===== config.mk =====
export PLATFORM = sky130hd
export DESIGN_NAME = hps_frame_reader
export DESIGN_NICKNAME = d
export VERILOG_FILES = /design/src/rtl/hps_frame_reader.sv
export SDC_FILE = /design/constraint.sdc
export NUM_CORES = 1
export LEC_CHECK = 0
export ABC_CLOCK_PERIOD_IN_PS = 3000
export BUFFER_PORTS_ARGS = -buffer_cell sky130_fd_sc_hd__buf_2
export CAP_MARGIN = 15
export CELL_PAD_IN_SITES_DETAIL_PLACEMENT = 0
export CELL_PAD_IN_SITES_GLOBAL_PLACEMENT = 1
export CORE_MARGIN = 10
export CORE_UTILIZATION = 39
export DETAILED_ROUTE_END_ITERATION = 7
export PLACE_DENSITY_LB_ADDON = 0.1
export SYNTH_ARGS = -nofsm -noshare
export SYNTH_HDL_FRONTEND = slang
export SYNTH_SLANG_ARGS = --single-unit
export TNS_END_PERCENT = 1

===== constraint.sdc =====
create_clock -name clk -period 3 [get_ports clk]
set_input_delay 0.15 -clock clk [delete_from_list [all_inputs] [get_ports clk]]
set_output_delay 0.15 -clock clk [all_outputs]
set_load 0.02 [all_outputs]

===== src/rtl/hps_frame_reader.sv =====
`default_nettype none
// ============================================================================
// Module   : hps_frame_reader
// Purpose  : Multi-channel ADC frame readout towards the HPS. Waits until
//            every enabled channel FIFO (show-ahead) holds a full frame, then
//            drains each enabled channel in ascending index order through a
//            paced valid/ready word interface. Single-shot or continuous.
// Ports    : clk, reset (sync, active-high)
//            KEY (active-low arm), hps_read_rq (level arm), mode, ch_mask,
//            rd_div (pacing: one read opportunity every rd_div+1 cycles)
//            fifo_q / fifo_usedw / fifo_empty in, fifo_rdreq (one-hot pop) out
//            hps_word / hps_ch / hps_valid out, hps_ready in
//            hps_read_status, short_frame (sticky), frame_count (wrapping)
// Options  : HPS_FRAME_TAG_EN - when defined, the channel index is also placed
//            in the top CH_W bits of hps_word.
// Revision : 1.0 - initial release
// ============================================================================
module hps_frame_reader #(
    parameter int DATA_W      = 12,
    parameter int WORD_W      = 16,
    parameter int NUM_CH      = 2,
    parameter int EXPONENT    = 8,
    parameter int FRAME_WORDS = 255,
    parameter int RDIV_W      = 4,
    parameter int CH_W        = 1
) (
    input  logic                       clk,
    input  logic                       reset,
    input  logic                       KEY,
    input  logic                       hps_read_rq,
    input  logic                       mode,
    input  logic [NUM_CH-1:0]          ch_mask,
    input  logic [RDIV_W-1:0]          rd_div,
    input  logic [NUM_CH*DATA_W-1:0]   fifo_q,
    input  logic [NUM_CH*EXPONENT-1:0] fifo_usedw,
    input  logic [NUM_CH-1:0]          fifo_empty,
    output logic [NUM_CH-1:0]          fifo_rdreq,
    output logic [WORD_W-1:0]          hps_word,
    output logic [CH_W-1:0]            hps_ch,
    output logic                       hps_valid,
    input  logic                       hps_ready,
    output logic                       hps_read_status,
    output logic                       short_frame,
    output logic [15:0]                frame_count
);

    typedef enum logic [2:0] {
        S_IDLE      = 3'd0,
        S_WAIT_FULL = 3'd1,
        S_SELECT    = 3'd2,
        S_READ      = 3'd3,
        S_DONE      = 3'd4
    } state_t;

    localparam logic [EXPONENT-1:0] c_frame_words = EXPONENT'(FRAME_WORDS);

    // Elaboration-time sanity checks on the configuration
    if (WORD_W < DATA_W) begin : g_word_width_check
        $error("hps_frame_reader: WORD_W must be >= DATA_W");
    end
    if ((1 << CH_W) < NUM_CH) begin : g_ch_width_check
        $error("hps_frame_reader: CH_W too narrow for NUM_CH");
    end
`ifdef HPS_FRAME_TAG_EN
    if ((WORD_W - DATA_W) < CH_W) begin : g_tag_width_check
        $error("hps_frame_reader: no room for channel tag in hps_word");
    end
`endif

    state_t              r_state;
    state_t              w_next;
    logic [RDIV_W-1:0]   r_pace;
    logic [CH_W-1:0]     r_ch;
    logic [EXPONENT-1:0] r_wcnt;
    logic [NUM_CH-1:0]   r_pending;   // channels of this frame not yet served
    logic                r_mode;

    logic                w_arm;
    logic                w_all_full;
    logic                w_tick;
    logic                w_cur_empty;
    logic [DATA_W-1:0]   w_sample;
    logic [WORD_W-1:0]   w_word;
    logic [CH_W-1:0]     w_pick_ch;
    logic                w_pick_any;
    logic                w_load;
    logic                w_short;

    assign w_arm       = (~KEY | hps_read_rq) & (|ch_mask);
    assign w_tick      = (r_state == S_READ) && (r_pace == '0);
    assign w_cur_empty = fifo_empty[r_ch];
    assign w_sample    = fifo_q[r_ch*DATA_W +: DATA_W];
    assign w_pick_any  = |r_pending;

    assign hps_read_status = (r_state == S_SELECT) || (r_state == S_READ);

`ifdef HPS_FRAME_TAG_EN
    always_comb begin
        w_word = WORD_W'(w_sample);
        w_word[WORD_W-1 -: CH_W] = r_ch;
    end
`else
    assign w_word = WORD_W'(w_sample);
`endif

    // Disabled channels are ignored when deciding that a frame is available
    always_comb begin
        w_all_full = 1'b1;
        for (int i = 0; i < NUM_CH; i++) begin
            if (ch_mask[i] && (fifo_usedw[i*EXPONENT +: EXPONENT] < c_frame_words)) begin
                w_all_full = 1'b0;
            end
        end
    end

    // Lowest pending index wins: scan downwards so the last hit is the lowest
    always_comb begin
        w_pick_ch = '0;
        for (int i = NUM_CH - 1; i >= 0; i--) begin
            if (r_pending[i]) begin
                w_pick_ch = CH_W'(i);
            end
        end
    end

    always_ff @(posedge clk) begin
        if (reset) begin
            r_state <= S_IDLE;
        end else begin
            r_state <= w_next;
        end
    end

    always_comb begin
        w_next  = r_state;
        w_load  = 1'b0;
        w_short = 1'b0;
        case (r_state)
            S_IDLE: begin
                if (w_arm) begin
                    w_next = S_WAIT_FULL;
                end
            end
            S_WAIT_FULL: begin
                if (w_all_full) begin
                    w_next = S_SELECT;
                end
            end
            S_SELECT: begin
                w_next = w_pick_any ? S_READ : S_DONE;
            end
            S_READ: begin
                if (hps_valid) begin
                    // A word is pending: nothing else may happen until it is taken
                    if (hps_ready && (r_wcnt == c_frame_words)) begin
                        w_next = S_SELECT;
                    end
                end else if (r_wcnt >= c_frame_words) begin
                    w_next = S_SELECT;
                end else if (w_cur_empty) begin
                    w_short = 1'b1;
                    w_next  = S_SELECT;
                end else if (w_tick) begin
                    w_load = 1'b1;
                end
            end
            S_DONE: begin
                w_next = (r_mode && w_arm) ? S_WAIT_FULL : S_IDLE;
            end
            default: begin
                w_next = S_IDLE;
            end
        endcase
    end

    always_ff @(posedge clk) begin
        if (reset) begin
            r_pace      <= '0;
            r_ch        <= '0;
            r_wcnt      <= '0;
            r_pending   <= '0;
            r_mode      <= 1'b0;
            fifo_rdreq  <= '0;
            hps_word    <= '0;
            hps_ch      <= '0;
            hps_valid   <= 1'b0;
            short_frame <= 1'b0;
            frame_count <= '0;
        end else begin
            fifo_rdreq <= '0;

            // Pacing counter is parked at zero outside READ so the first
            // READ cycle is already a read opportunity.
            if (r_state == S_READ) begin
                r_pace <= (r_pace == '0) ? rd_div : r_pace - 1'b1;
            end else begin
                r_pace <= '0;
            end

            if ((r_state == S_IDLE) && w_arm) begin
                short_frame <= 1'b0;
            end

            // Frame configuration is frozen when the frame starts
            if ((r_state == S_WAIT_FULL) && w_all_full) begin
                r_pending <= ch_mask;
                r_mode    <= mode;
            end

            if ((r_state == S_SELECT) && w_pick_any) begin
                r_ch      <= w_pick_ch;
                r_pending <= r_pending & ~(NUM_CH'(1) << w_pick_ch);
                r_wcnt    <= '0;
            end

            // The pop is issued one cycle after capture; for a show-ahead
            // FIFO this removes exactly the word just latched.
            if (w_load) begin
                hps_word   <= w_word;
                hps_ch     <= r_ch;
                hps_valid  <= 1'b1;
                fifo_rdreq <= NUM_CH'(1) << r_ch;
                r_wcnt     <= r_wcnt + 1'b1;
            end else if (hps_valid && hps_ready) begin
                hps_valid <= 1'b0;
            end

            if (w_short) begin
                short_frame <= 1'b1;
            end

            if (r_state == S_DONE) begin
                frame_count <= frame_count + 16'd1;
            end
        end
    end

endmodule
`default_nettype wire


==> results by group <==
Min path
  – Min-delay worst type: in2reg

Setup path
  – RR Endpoint: hps_word[1]$_SDFFE_PP0P_
  – Critical path destination: hps_word[1]$_SDFFE_PP0P_
  – Critical Path Start: r_pace[0]$_SDFF_PP0_
  – Worst endpoint required time: between 3 and 4 ns
  – Worst setup SP type: flop
  – Crit path arrival time: ~2.5 ns
  – Reg2reg start: r_pace[0]$_SDFF_PP0_
  – Depth of the most critical reg-to-reg path: 6
  – CP cell instances: inv_1 > ha_1 > or3b_1 > or3_1 > nor2_4 > a211oi_1
  – WP buf/inv: 1
  – Crit-path leading delay family: simple AND/OR/NAND/NOR gates
  – Worst setup path class: reg2reg
  – Slowest-stage cell, CP: or3_1
  – Slowest stage delay, CP: between 0.5 and 0.6 ns
  – Instance count on the critical path: 6
  – Reg-to-reg slack, setup: 0.66 ns
  – CP max FO: 13
  – CP Capture Type: flop

STA
  – Final Hold Vio Count: 0
  – Fin crit period: approximately 2.3 ns
  – Hold_ws: ~0.099 ns
  – Endpoints failing setup: 0
  – Period utilization: 0.7793
  – Max-slew headroom: 0.5766
  – Final setup TNS: 0 ns
  – Fmax: approximately 430 MHz
  – Unrepaired setup endpoints after global routing: false
  – Worst clock skew: around 0.0056 ns
  – Worst-Margin Slew: roughly 0.63 ns
  – Fin. max-slew vios: 0

Route
  – WL final: between 6000 and 7000 um
  – Routed via count: roughly 2400
  – Drt wl/cell: ~15 um
  – Via/cell ratio: ~5.2
  – Initial drt markers: approximately 120
  – Drt drc: 0
  – DRT Pass-1 Iters: 4
  – Post-DRT Antenna Nets: 0

Status
  – Outcome: complete, no violations

Clock tree
  – Reg clk slew, reported paths: 0.09 ns
  – Htree depth: 2
  – Longest Clk Path Bufs: 2
  – Cts repair resizes: 0
  – Num CTS Buffers: 5
  – CTS tree: built
  – Worst-Skew Late Latency: 0.30 ns
  – Clock sinks: 52
  – # Post-CTS Setup Buffers: 0
  – CTS Hold Buffers Added: 0
  – Root buf cell: clkbuf_8

GRT
  – First-pass GRT wire length: about 11000 um
  – Vias in the first global route: about 2400
  – GR Overflow Total: 0
  – Gr usage total: 0.1293
  – Largest net degree at the start of global routing: 34
  – Initial antenna violation count: 0

Layout
  – Utilization after layout: 0.4987
  – Fin area: ~0.0032 mm^2
  – Filler cells: around 650
  – Final net count: around 430
  – P&R area growth vs syn: 22.12%
  – Share of cells above drive strength 1: 0.3040
  – Reg area: ~0.0010 mm^2
  – Multi-input gate area: roughly 0.0015 mm^2
  – ANT cells: 0

Synth
  – Mean Syn Cell Area: 8.961 um^2
  – Mapped Area: around 0.0027 mm^2
  – Synth Warn #: 0
  – Post-synth top area share: 0.3925
  – FFs w/ async S/R, synth: 0
  – Post-synth top area cell: dfxtp_1
  – Flops & latches, synth: 52
  – Synth area leaders: dfxtp_1 (39%), a21oi_1 (5.5%), mux2i_1 (4.9%), a211oi_1 (4.8%), xnor2_1 (3.0%)
  – Mapped Cells: 296
  – Synth unique cells: 52
  – Number of synthesized flops with an enable pin: 0
  – Sequential-to-total area share from yosys stat: 0.3925
  – Ys flop type: dfxtp_1

Floorplan
  – Std cell rows: 29
  – Starting utilization of the core area: 0.4084
  – Core region area: approximately 0.0065 mm^2
  – Die width: just over 100 um
  – Chip height: 102.5 um
  – Ports: between 90 and 100
  – Die Area: roughly 0.011 mm^2

Power
  – Comb power frac: 0.079
  – Pleak: between 1 and 1.5 nW
  – Sequential power share: 0.514
  – Peak VDD IR: 0.2057 mV
  – PD cells: 421.0 mW/mm^2
  – Internal Dissipation: between 1 and 1.5 mW
  – Clock power frac: 0.407
  – P_sw: 0.2934 mW
  – Sw Share: 0.2151

Placement
  – Port Buffers: between 80 and 90
  – DP Wirelength: roughly 5200 um
  – Routability Congestion: 0.7677
  – Area after DPL: 0.003110 mm^2

Flow run
  – Max-Cap Viols: 0
[logic make-up (layout without fill, tap and decap cells)]
kind of cell | after synthesis | in the layout | share of synthesized area
AOI/OAI and AO/OA | 87 | 87 | 0.2326
xor gates and xnor gates | 12 | 12 | 0.03963
adders and majority gates | 4 | 4 | 0.01887
buffers and inverters | 32 | 108 | 0.05755
DFF | 52 | 52 | 0.3925
muxes | 16 | 16 | 0.06179
other | 1 | 4 | 0.001414
and+or+nand+nor | 92 | 92 | 0.1958
[placed cells by master, fill, tap and decap left out, drive strengths merged, types with 2 or more instances in the layout]
cell type	synthesis	final
or2	2	2
dfxtp	52	52
nor3	8	8
clkbuf	9	5
nand4b	2	2
o21ai	7	7
nand3	13	13
xor2	3	3
a2111oi	2	2
nor2b	5	5
buf	13	91
mux2	3	3
o21a	2	2
o211ai	5	5
a211oi	17	17
o31ai	5	5
a21boi	2	2
nor2	21	21
bufinv	0	2
a21oi	30	30
xnor2	9	9
a31o	6	6
o41ai	2	2
or3b	2	2
inv	10	10
or3	4	4
a31oi	3	3
nor4	5	5
o31a	2	2
nor3b	3	3
and3	3	3
conb	1	4
ha	4	4
nand2	10	10
nand4	10	10
mux2i	13	13
[power groups by stage]
stage | Combinational (mW) | Sequential, mW | Clock [mW]
4_1_cts | 0.108 | 0.701 | 0.571
2_1_floorplan | 0.0662 | 0.714 | 0
3_5_place_dp | 0.108 | 0.717 | 0
5_1_grt | 0.121 | 0.703 | 0.599
6_report | 0.107 | 0.701 | 0.555
3_3_place_gp | 0.108 | 0.717 | 0
[worst min path at each step]
stage          cells past startpoint  slack [ns]                  end  startpoint
2_1_floorplan                      2        0.30  r_mode$_SDFFE_PP0P_        mode
3_3_place_gp                       3        0.42  r_mode$_SDFFE_PP0P_        mode
3_5_place_dp                       3        0.41  r_mode$_SDFFE_PP0P_        mode
4_1_cts                            3        0.09  r_mode$_SDFFE_PP0P_        mode
5_1_grt                            3        0.11  r_mode$_SDFFE_PP0P_        mode
6_report                           3         0.1  r_mode$_SDFFE_PP0P_        mode
[metrics by stage]
stage	worst slack, ns	std cells	power, mW
finish	0.6620	452	1.364
global route	0.5321	452	1.423
CTS	0.6591	452	1.380
detailed placement	0.6757	445	0.8252
global placement	0.7016	445	0.8254
floorplan	0.9951	299	0.7799
[cell usage after synthesis (2+ instances only)]
cell,count
a2111oi_4,2
mux2i_1,13
a31o_2,4
buf_4,5
and3_1,3
dfxtp_1,52
nand4_1,10
o31a_1,2
a21oi_1,29
or3_1,4
nor2b_1,5
nor3_1,7
clkbuf_1,9
mux2_2,3
o41ai_1,2
nand4b_1,2
a31o_1,2
o31ai_1,5
ha_1,4
buf_1,2
nor2_1,20
a31oi_1,3
o211ai_1,5
o21ai_0,7
nand3_1,13
nor4_1,4
or2_2,2
a211oi_1,17
nand2_1,10
xor2_1,3
buf_2,5
a21boi_0,2
o21a_1,2
nor3b_1,3
inv_1,10
xnor2_1,9
[registers in the layout, summed over array words and instances (netlist names)]
register	count
frame_count	16
hps_word	12
r_wcnt	8
r_pace	4
r_state	3
fifo_rdreq	2
r_pending	2
hps_ch	1
hps_valid	1
r_ch	1
r_mode	1
short_frame	1
[worst register-to-register path, stage by stage, from the launching register on]
cell and delay, ns:
dfxtp_1 0.34, inv_1 0.08, ha_1 0.22, or3b_1 0.48, or3_1 0.58, nor2_4 0.38, a211oi_1 0.12
[layer usage]
metal	GRT usage	routed length, um
met1	0.1640	3234
met2	0.2002	2992
met3	0.05128	531
met4	0.03254	59
met5	0	0
[cell type report]
cell class                 count  share of cell area
clock buffer                   5             0.02124
clock inverter                 2             0.01854
inverter                      10             0.01159
multi-input combinational    215              0.4538
sequential                    52              0.3214
tap                           77             0.02974
timing repair buffer          91              0.1437
(Power assumes the default switching activity.)
